## src/rtl/run_sequencer.sv

```systemverilog
// run_sequencer
// Host-side initiator for the core's start/done handshake. A run command
// pulses core_start for START_CYC cycles, counts RUN cycles until the core
// signals done (or TIMEOUT expires), then streams a window of data memory
// out over a valid/ready dump interface.
//
// Ports:
//   clk, reset          clock, asynchronous active-high reset
//   cmd_valid/ready     host run command handshake
//   cmd_base, cmd_len   first dump address and dump byte count (0 = no dump)
//   core_start          to core start input (core holds PC reset while high)
//   core_done           from core halt/done
//   mem_addr            registered data-memory read address
//   mem_rd_data         combinational data-memory read data
//   dmp_valid/ready     dump byte handshake
//   dmp_data, dmp_last  dump byte and final-byte marker
//   cycle_count         RUN cycles of the last command
//   timeout             last command hit TIMEOUT (sticky until next command)
//   busy                sequencer not idle
module run_sequencer #(
  parameter int              CW        = 16,
  parameter logic [CW-1:0]   TIMEOUT   = 16'hFFFF,
  parameter int              START_CYC = 2
) (
  input  logic          clk,
  input  logic          reset,
  input  logic          cmd_valid,
  output logic          cmd_ready,
  input  logic [7:0]    cmd_base,
  input  logic [7:0]    cmd_len,
  output logic          core_start,
  input  logic          core_done,
  output logic [7:0]    mem_addr,
  input  logic [7:0]    mem_rd_data,
  output logic          dmp_valid,
  input  logic          dmp_ready,
  output logic [7:0]    dmp_data,
  output logic          dmp_last,
  output logic [CW-1:0] cycle_count,
  output logic          timeout,
  output logic          busy
);

  localparam int            SW         = (START_CYC > 1) ? $clog2(START_CYC) : 1;
  localparam logic [SW-1:0] START_LAST = SW'(START_CYC - 1);
  localparam logic [CW-1:0] TO_LAST    = TIMEOUT - CW'(1);

  typedef enum logic [1:0] {S_IDLE, S_START, S_RUN, S_DUMP} state_t;

  state_t        r_state;
  state_t        w_next;
  logic [7:0]    r_base;
  logic [7:0]    r_len;
  logic [7:0]    r_idx;
  logic [7:0]    r_mem_addr;
  logic [SW-1:0] r_start_cnt;
  logic [CW-1:0] r_cycle_count;
  logic          r_timeout;
  logic          w_last;
  logic          w_run_end;

  assign w_last    = (r_idx == (r_len - 8'd1));
  // Done has priority over the timeout condition on the same edge.
  assign w_run_end = core_done || (r_cycle_count == TO_LAST);

  // State register
  always_ff @(posedge clk or posedge reset) begin
    if (reset) r_state <= S_IDLE;
    else       r_state <= w_next;
  end

  // Next state and outputs
  always_comb begin
    w_next      = r_state;
    core_start  = 1'b0;
    busy        = 1'b1;
    cmd_ready   = 1'b0;
    dmp_valid   = 1'b0;
    dmp_last    = 1'b0;
    dmp_data    = 8'd0;
    mem_addr    = r_mem_addr;
    cycle_count = r_cycle_count;
    timeout     = r_timeout;
    case (r_state)
      S_IDLE: begin
        busy      = 1'b0;
        cmd_ready = 1'b1;
        if (cmd_valid) w_next = S_START;
      end
      S_START: begin
        // core_done is ignored here: it may be left over from a prior halt.
        core_start = 1'b1;
        if (r_start_cnt == START_LAST) w_next = S_RUN;
      end
      S_RUN: begin
        if (w_run_end) w_next = (r_len != 8'd0) ? S_DUMP : S_IDLE;
      end
      S_DUMP: begin
        dmp_valid = 1'b1;
        dmp_last  = w_last;
        // Address is registered, so read data is aligned with no extra latency.
        dmp_data  = mem_rd_data;
        if (dmp_ready && w_last) w_next = S_IDLE;
      end
      default: w_next = S_IDLE;
    endcase
  end

  // Command, counter and dump datapath
  always_ff @(posedge clk or posedge reset) begin
    if (reset) begin
      r_base        <= 8'd0;
      r_len         <= 8'd0;
      r_idx         <= 8'd0;
      r_mem_addr    <= 8'd0;
      r_start_cnt   <= '0;
      r_cycle_count <= '0;
      r_timeout     <= 1'b0;
    end else begin
      case (r_state)
        S_IDLE: begin
          if (cmd_valid) begin
            r_base        <= cmd_base;
            r_len         <= cmd_len;
            r_cycle_count <= '0;
            r_timeout     <= 1'b0;
            r_start_cnt   <= '0;
          end
        end
        S_START: r_start_cnt <= r_start_cnt + SW'(1);
        S_RUN: begin
          if (!core_done) begin
            r_cycle_count <= r_cycle_count + CW'(1);
            if (r_cycle_count == TO_LAST) r_timeout <= 1'b1;
          end
          // Present the first dump address on the cycle DUMP is entered.
          if (w_run_end && (r_len != 8'd0)) begin
            r_idx      <= 8'd0;
            r_mem_addr <= r_base;
          end
        end
        S_DUMP: begin
          if (dmp_ready && !w_last) begin
            r_idx      <= r_idx + 8'd1;
            r_mem_addr <= r_mem_addr + 8'd1;
          end
        end
        default: ;
      endcase
    end
  end

endmodule

```

## config.mk

```make
export PLATFORM = sky130hd
export DESIGN_NAME = run_sequencer
export DESIGN_NICKNAME = d
export VERILOG_FILES = /design/src/rtl/run_sequencer.sv
export SDC_FILE = /design/constraint.sdc
export NUM_CORES = 1
export LEC_CHECK = 0
export BUFFER_PORTS_ARGS = -buffer_cell sky130_fd_sc_hd__clkbuf_2
export CAP_MARGIN = 25
export CORE_UTILIZATION = 58
export DETAILED_ROUTE_END_ITERATION = 10
export PLACE_DENSITY = 0.85
export RECOVER_POWER = 25
export SETUP_SLACK_MARGIN = 0.15
export SLEW_MARGIN = 40
export SYNTH_ARGS = -nofsm -noshare
export SYNTH_HDL_FRONTEND = slang
export SYNTH_SLANG_ARGS = --single-unit
```

## constraint.sdc

```tcl
create_clock -name clk -period 4.05 [get_ports clk]
set_input_delay 0 -clock clk [delete_from_list [all_inputs] [get_ports clk]]
set_output_delay 0 -clock clk [all_outputs]
set_load 0.05 [all_outputs]
```

==> results of run 1 <==
[cell families (layout without fill, tap and decap cells)]
logic type               after synthesis  count (layout)
multiplexers                          17              17
flip-flops                            52              52
XOR/XNOR                              20              20
buffers and inverters                 26             104
AND/OR/NAND/NOR                      126             126
AO/OA/AOI/OAI                         59              59
adder cells (fa/ha/maj)                6               6
[synth_stat cells (4+ instances only)]
cell type / instances / area (µm²)
a211oi_1: 5 / 37.5
a21oi_1: 12 / 60.1
and3_1: 10 / 62.6
clkbuf_1: 11 / 41.3
dfrtp_1: 52 / 1300
ha_1: 6 / 75.1
inv_1: 13 / 48.8
mux2_2: 14 / 158
nand2_1: 26 / 97.6
nand2b_1: 8 / 50.1
nand3_1: 14 / 70.1
nand4_1: 4 / 25.0
nor2_1: 26 / 97.6
nor2b_1: 7 / 43.8
nor3_1: 7 / 35.0
o21ai_0: 12 / 60.1
o31ai_1: 7 / 52.6
or3_1: 7 / 43.8
xnor2_1: 7 / 61.3
xor2_1: 13 / 114
[layer usage]
layer  track usage, %  up-vias  part of all wire, %
li1                 -     1258                    -
met1             32.9     1253                   45
met2             45.1       74                   50
met3             4.83        5                  4.6
met4             6.54        0                 0.79
met5                0        -                    0
[worst max-delay path, cell delays in order, from the launching register on]
cell	delay, ns
dfrtp_1	0.43
inv_1	0.10
ha_1	0.30
nor2b_1	0.17
or3_1	0.34
a31oi_1	0.24
o211a_1	0.40
o21ai_1	0.21
a221oi_1	0.34
[worst paths after layout]
kind                            slack (ns)              end  cells past startpoint
worst min register to register        0.51        r_base[3]                      1
worst max register to register        1.41      mem_addr[5]                      8
worst max-delay path                  1.41      mem_addr[5]                      8
max in group asynchronous             2.20   cycle_count[0]                      3
worst min-delay path                  0.02       r_state[0]                      3
min in group asynchronous             0.83  cycle_count[10]                      3
[sequential cells by signal, summed over array words and instances, names as in the netlist]
name / count
r_start_cnt: 1
timeout: 1
mem_addr: 8
r_idx: 8
r_state: 2
r_len: 8
cycle_count: 16
r_base: 8
[power by group through the flow]
stage	clock network (W)	registers, W	logic [W]
2_1_floorplan	0	0.00106	0.000821
3_3_place_gp	0	0.000920	0.00120
3_5_place_dp	0	0.000928	0.00123
4_1_cts	0.000285	0.000920	0.00125
5_1_grt	0.000306	0.000950	0.00135
6_report	0.000281	0.000922	0.00125
[cell type report]
| cell class | instances | area share, % |
|---|---|---|
| multi-input combinational | 228 | 43.0 |
| sequential | 52 | 36.7 |
| timing repair buffer | 84 | 14.3 |
| tap | 67 | 2.36 |
| clock buffer | 6 | 2.05 |
| inverter | 13 | 1.41 |
| clock inverter | 1 | 0.141 |
[per-stage QoR]
stage | setup slack, ns | hold slack (ns)
after floorplan | 1.63 | 0.117
after global placement | 1.60 | 0.231
after detailed placement | 1.46 | 0.123
after CTS | 1.44 | 0.0159
after global routing | 1.16 | 0.0175
final | 1.41 | 0.0187
==> qor.csv, run 1 <==
stage;metric;value;unit
yosys;synthesized instance count;306;
setup_path;CP Launch Point;r_len[0];
grt;gr usage total;25.8;%
drt;DRC;0;
outcome;failing checks;max-capacitance violations, max-slew violations;
cells_and_area;# diodes;0;
clock_network;CTS root buffer;clkbuf_8;
grt;global-route wire length before repair;10.7;mm
cells_and_area;Non-Filler Instances;451;
grt;vias in the first global route;2455;
hold_path;hold path start;cmd_valid;
power;PwrDens;692;nW/µm²
yosys;Mapped Area;2930;µm²
yosys;Ys Warns;0;
clock_network;CTS buffer count;5;
yosys;simple-gate share of the synthesized area;23.1;%
clock_network;CTS Buffer Depth;2;
power;Logic pwr share;51.0;%
yosys;synthesized area per cell;9.56;µm²
timing;post-route minimum period;2.64;ns
timing;endpoints failing hold;0;
die;Die Y;73.0;µm
yosys;post-synthesis register bit count;52;
drt;WL per Instance;14.4;µm
yosys;number of flops mapped to enable cells by yosys;0;
setup_path;kind of critical path;register to register;
cells_and_area;design area;3540;µm²
timing;clock skew;0.00495;ns
power;P_sw;0.00121;W
yosys;Synth Area in Compound Gates;14.0;%
clock_network;post_cts resized;0;
cells_and_area;# fillers;351;
yosys;Yosys cell types;47;
outcome;outcome;finished with violations;
yosys;ys flop type;dfrtp_1;
power;Clk network pwr share;11.5;%
placement;Final Wtd Congestion;0.825;
drt;Vias/cell;5.74;
clock_network;worst skew pair latency;0.30;ns
power;leakage power;1.69;nW
yosys;mux contribution to synthesized area;6.41;%
timing;Least-Margin Pin Slew;2.24;ns
setup_path;Required @ worst endpoint;4.24;ns
power;Sequential Power Share;37.6;%
die;initial core utilization;61.2;%
drt;TritonRoute pass-1 iters;4;
die;Top Ports;67;
clock_network;H-tree depth;2;
clock_network;Hold-fix buffers, CTS;17;
setup_path;Worst setup SP type;register;
grt;grt total ovfl;0;
setup_path;Critical Path Fanout Max;12;
grt;largest net degree at the start of global routing;53;
placement;Post-DP HPWL;4.58;mm
die;Core Region;4790;µm²
die;row count;25;
placement;Placed Area;3300;µm²
cells_and_area;Multi-input gate area;1520;µm²
hold_path;Hold WC Path Type;primary input to register;
cells_and_area;final net count;419;
setup_path;critical path arrival;2.83;ns
cells_and_area;sequential cell area;1300;µm²
job;MaxCap Viol Count;1;
drt;vias post-DR;2590;
yosys;syn nets;341;
drt;Iter 0 DRT Violations;169;
power;Max IR drop VDD;0.543;mV
yosys;Async SR Flop Fraction;100;%
die;die area;5330;µm²
drt;post-route ant nets;0;
timing;final period utilization;65.2;%
grt;antenna violations before repair;0;
setup_path;Crit. End Element;register;
cells_and_area;Core Util, Final;74.1;%
yosys;post-synthesis xor/xnor area fraction;5.99;%
timing;Fmax;379;MHz
cells_and_area;share of post-route cells with drive strength above 1;25.3;%
cells_and_area;most frequent cells in the layout;clkbuf_2, dfrtp_1, nor2_1, nand2_1, dlygate4sd3_1;
clock_network;TritonCTS clock tree;built;
timing;final setup violation count;0;
yosys;Seq/Total Area, Yosys;44.5;%
timing;unrepaired setup endpoints after global routing;false;
placement;I/O Buffers;66;
clock_network;CTS clk-pin slew, worst paths;0.09;ns
yosys;Adder-Cell Fraction of Synth Area;2.57;%
clock_network;Sink Count;52;
cells_and_area;Area Overhead vs Synth;21.1;%
power;Pint;0.00125;W
drt;DRT Wirelength;6.48;mm
yosys;largest family of logic cells by synthesized area;simple AND/OR/NAND/NOR gates;
placement;placed insts;427;
timing;setup TNS;0;ns
power;Sw Share;49.2;%
cells_and_area;most common cell after layout, fill and taps aside;clkbuf_2;
timing;relative slew slack;-50.2;%
timing;Slew Viols, Final;53;
power;Tot Pwr;0.00245;W
clock_network;post-CTS setup buffer count;0;
setup_path;R2R Path Start;r_len[0];
die;die width;73.0;µm
Note: power is estimated with default switching activity, not from simulation.
==> inputs of run 2 (changes only) <==
- CORE_UTILIZATION: 58 -> 49
- PLACE_DENSITY: 0.85 -> 0.76
- clock period: 4.05 -> 2.27 ns (I/O delays scaled with it)
==> run 2 against run 1 <==
  * The flow now finishes without violations
  * Final cell count is 5.1% higher
  * Register-to-register slack worse by 1.4 ns
  * Sequential power is 78% higher
  * First-iteration DRC count is 28% lower
  * Clock skew is 0.0051 ns higher
  * Combinational power is 120% higher
  * Sequential cell count stayed put
  * Critical path type unchanged
==> qor.csv, run 2 (synthesized netlist as in run 1, its figures left out) <==
stage;metric;value;unit;change
die;Top Ports;67;;unchanged
clock_network;H-tree depth;2;;unchanged
setup_path;kind of critical path;register to register;;
placement;Post-DP HPWL;4.79;mm;+4.6%
cells_and_area;share of post-route cells with drive strength above 1;37.6;%;+12 points
setup_path;CP Launch Point;r_len[3];;
cells_and_area;Area Overhead vs Synth;33.7;%;
die;die area;6290;µm²;+18%
die;Die Y;79.3;µm;+8.6%
setup_path;Slowest cell on crit path;or4_1;;
timing;Slew Viols, Final;0;;-100%
cells_and_area;# fillers;429;;+22%
drt;vias post-DR;2660;;+2.7%
timing;final setup violation count;0;;unchanged
cells_and_area;design area;3910;µm²;+10%
setup_path;CP top delay family;simple AND/OR/NAND/NOR gates;;
cells_and_area;most common cell after layout, fill and taps aside;clkbuf_2;;
timing;endpoints failing hold;0;;unchanged
power;leakage power;1.78;nW;+5.5%
clock_network;Sink Count;52;;unchanged
timing;post-route minimum period;2.23;ns;-0.405 ns
setup_path;Crit. End Element;register;;
setup_path;Worst setup SP type;register;;
clock_network;CTS buffer count;5;;unchanged
clock_network;CTS clk-pin slew, worst paths;0.11;ns;+0.02 ns
setup_path;Critical Path Fanout Max;9;;-3
timing;Worst Setup Slack, final;0.0357;ns;-1.37 ns
drt;post-route ant nets;0;;unchanged
grt;grt total ovfl;0;;unchanged
die;initial core utilization;51.9;%;-9.3 points
setup_path;Required @ worst endpoint;2.51;ns;-1.73 ns
timing;final period utilization;98.4;%;+33 points
timing;clock skew;0.0100;ns;+0.00505 ns
outcome;outcome;finished clean;;
clock_network;CTS Buffer Depth;2;;unchanged
clock_network;worst skew pair latency;0.31;ns;about the same
grt;global-route wire length before repair;11.8;mm;+10%
drt;DRT Wirelength;7.16;mm;+10%
cells_and_area;final net count;436;;+4.1%
drt;DRC;0;;unchanged
placement;Placed Area;3430;µm²;+4.0%
cells_and_area;max reg flops;16;;unchanged
timing;worst hold margin;0.0114;ns;-0.00731 ns
job;MaxCap Viol Count;0;;-1
grt;largest net degree at the start of global routing;53;;unchanged
die;die width;79.3;µm;+8.6%
die;Core Region;5640;µm²;+18%
cells_and_area;Core Util, Final;69.4;%;-4.7 points
grt;antenna violations before repair;0;;unchanged
hold_path;Hold WC Path Type;primary input to register;;
placement;Final Wtd Congestion;0.877;;+6.3%
cells_and_area;most frequent cells in the layout;clkbuf_2, dfrtp_1, nand2_1;;
drt;TritonRoute pass-1 iters;4;;unchanged
setup_path;Crit path largest cell delay;0.55;ns;+0.12 ns
setup_path;R2R Path Start;r_len[3];;
clock_network;TritonCTS clock tree;built;;
grt;vias in the first global route;2610;;+6.3%
timing;relative slew slack;15.3;%;+66 points
drt;WL per Instance;15.1;µm;+5.1%
timing;Least-Margin Pin Slew;1.27;ns;-0.971 ns
placement;dpl ws;-0.0614;ns;-1.52 ns
power;Max IR drop VDD;0.879;mV;+62%
setup_path;crit-path cells;or3_4, nor3_4, nor4b_4, buf_4, o211a_4, or4_1, a21oi_2;;
timing;Fmax;448;MHz;+18%
placement;I/O Buffers;66;;unchanged
power;PwrDens;1280;nW/µm²;+84%
hold_path;hold path start;cmd_valid;;
drt;Iter 0 DRT Violations;121;;-28%
setup_path;critical path arrival;2.47;ns;-0.36 ns
die;row count;27;;+8.0%
setup_path;Worst Path Buf+Inv;1;;unchanged
drt;Vias/cell;5.61;;-2.3%
clock_network;CTS root buffer;clkbuf_8;;
grt;gr usage total;23.8;%;-2.0 points
cells_and_area;# diodes;0;;unchanged
timing;unrepaired setup endpoints after global routing;true;;
==> run 2: cell types whose count changed in the layout (fill, tap and decap cells not counted), sizes merged <==
| cell | change |
|---|---|
| clkbuf | -1 |
| clkinv | +1 |
| buf | +17 |
| clkinvlp | +1 |
==> run 2: final timing paths <==
check	cells after the start	slack, ns	to
worst max-delay path	7	0.04	r_idx[4]
worst min-delay path	3	0.01	r_state[0]
worst max register to register	7	0.04	r_idx[4]
worst min register to register	1	0.52	mem_addr[7]
max in group asynchronous	4	0.78	r_state[1]
min in group asynchronous	4	0.63	r_base[0]
==> run 2: per-layer routing <==
metal	up-vias	part of all wire [%]	global-route usage, %
li1	1296	-	-
met1	1278	45	31.1
met2	76	49	40.1
met3	10	3.8	3.45
met4	0	1.5	8.36
met5	-	0	0
==> run 2: metrics by stage <==
| stage | total power, W | instances | setup TNS [ns] |
|---|---|---|---|
| floorplan | 0.00340 | 306 | 0 |
| global placement | 0.00396 | 444 | 0 |
| detailed placement | 0.00403 | 444 | -0.156 |
| CTS | 0.00488 | 474 | 0 |
| global route | 0.00529 | 474 | -0.0885 |
| finish | 0.00500 | 474 | 0 |
==> run 2: layout make-up <==
cell class                      instances  area, µm²  area share (%)
Clock buffer                            5       68.8            1.76
Clock inverter                          3       27.5           0.703
Inverter                               13       52.6            1.34
Multi-Input combinational cell        228       1690            43.3
Sequential cell                        52       1320            33.6
Tap cell                               72       90.1            2.30
Timing Repair Buffer                  101        666            17.0
==> run 2: report_power, final <==
part | switching, W | total, W | internal (W)
clock | 0.000337 | 0.000564 | 0.000227
sequential | 0.000399 | 0.00164 | 0.00124
combinational | 0.00172 | 0.00279 | 0.00107
total | 0.00246 | 0.00500 | 0.00254
==> run 2: worst reg2reg max path, stage by stage (launching register included) <==
cell and delay (ns):
dfrtp_2 0.46, or3_4 0.43, nor3_4 0.20, nor4b_4 0.08, buf_4 0.15, o211a_4 0.17
or4_1 0.55, a21oi_2 0.14
==> run 2: repair_timing <==
item	in CTS	in global routing
setup buffers	5	0
hold endpoints to repair	68	0
endpoints found under the setup margin	19	20
pin swaps	10	6
hold buffers	17	0
gates resized for setup	27	17
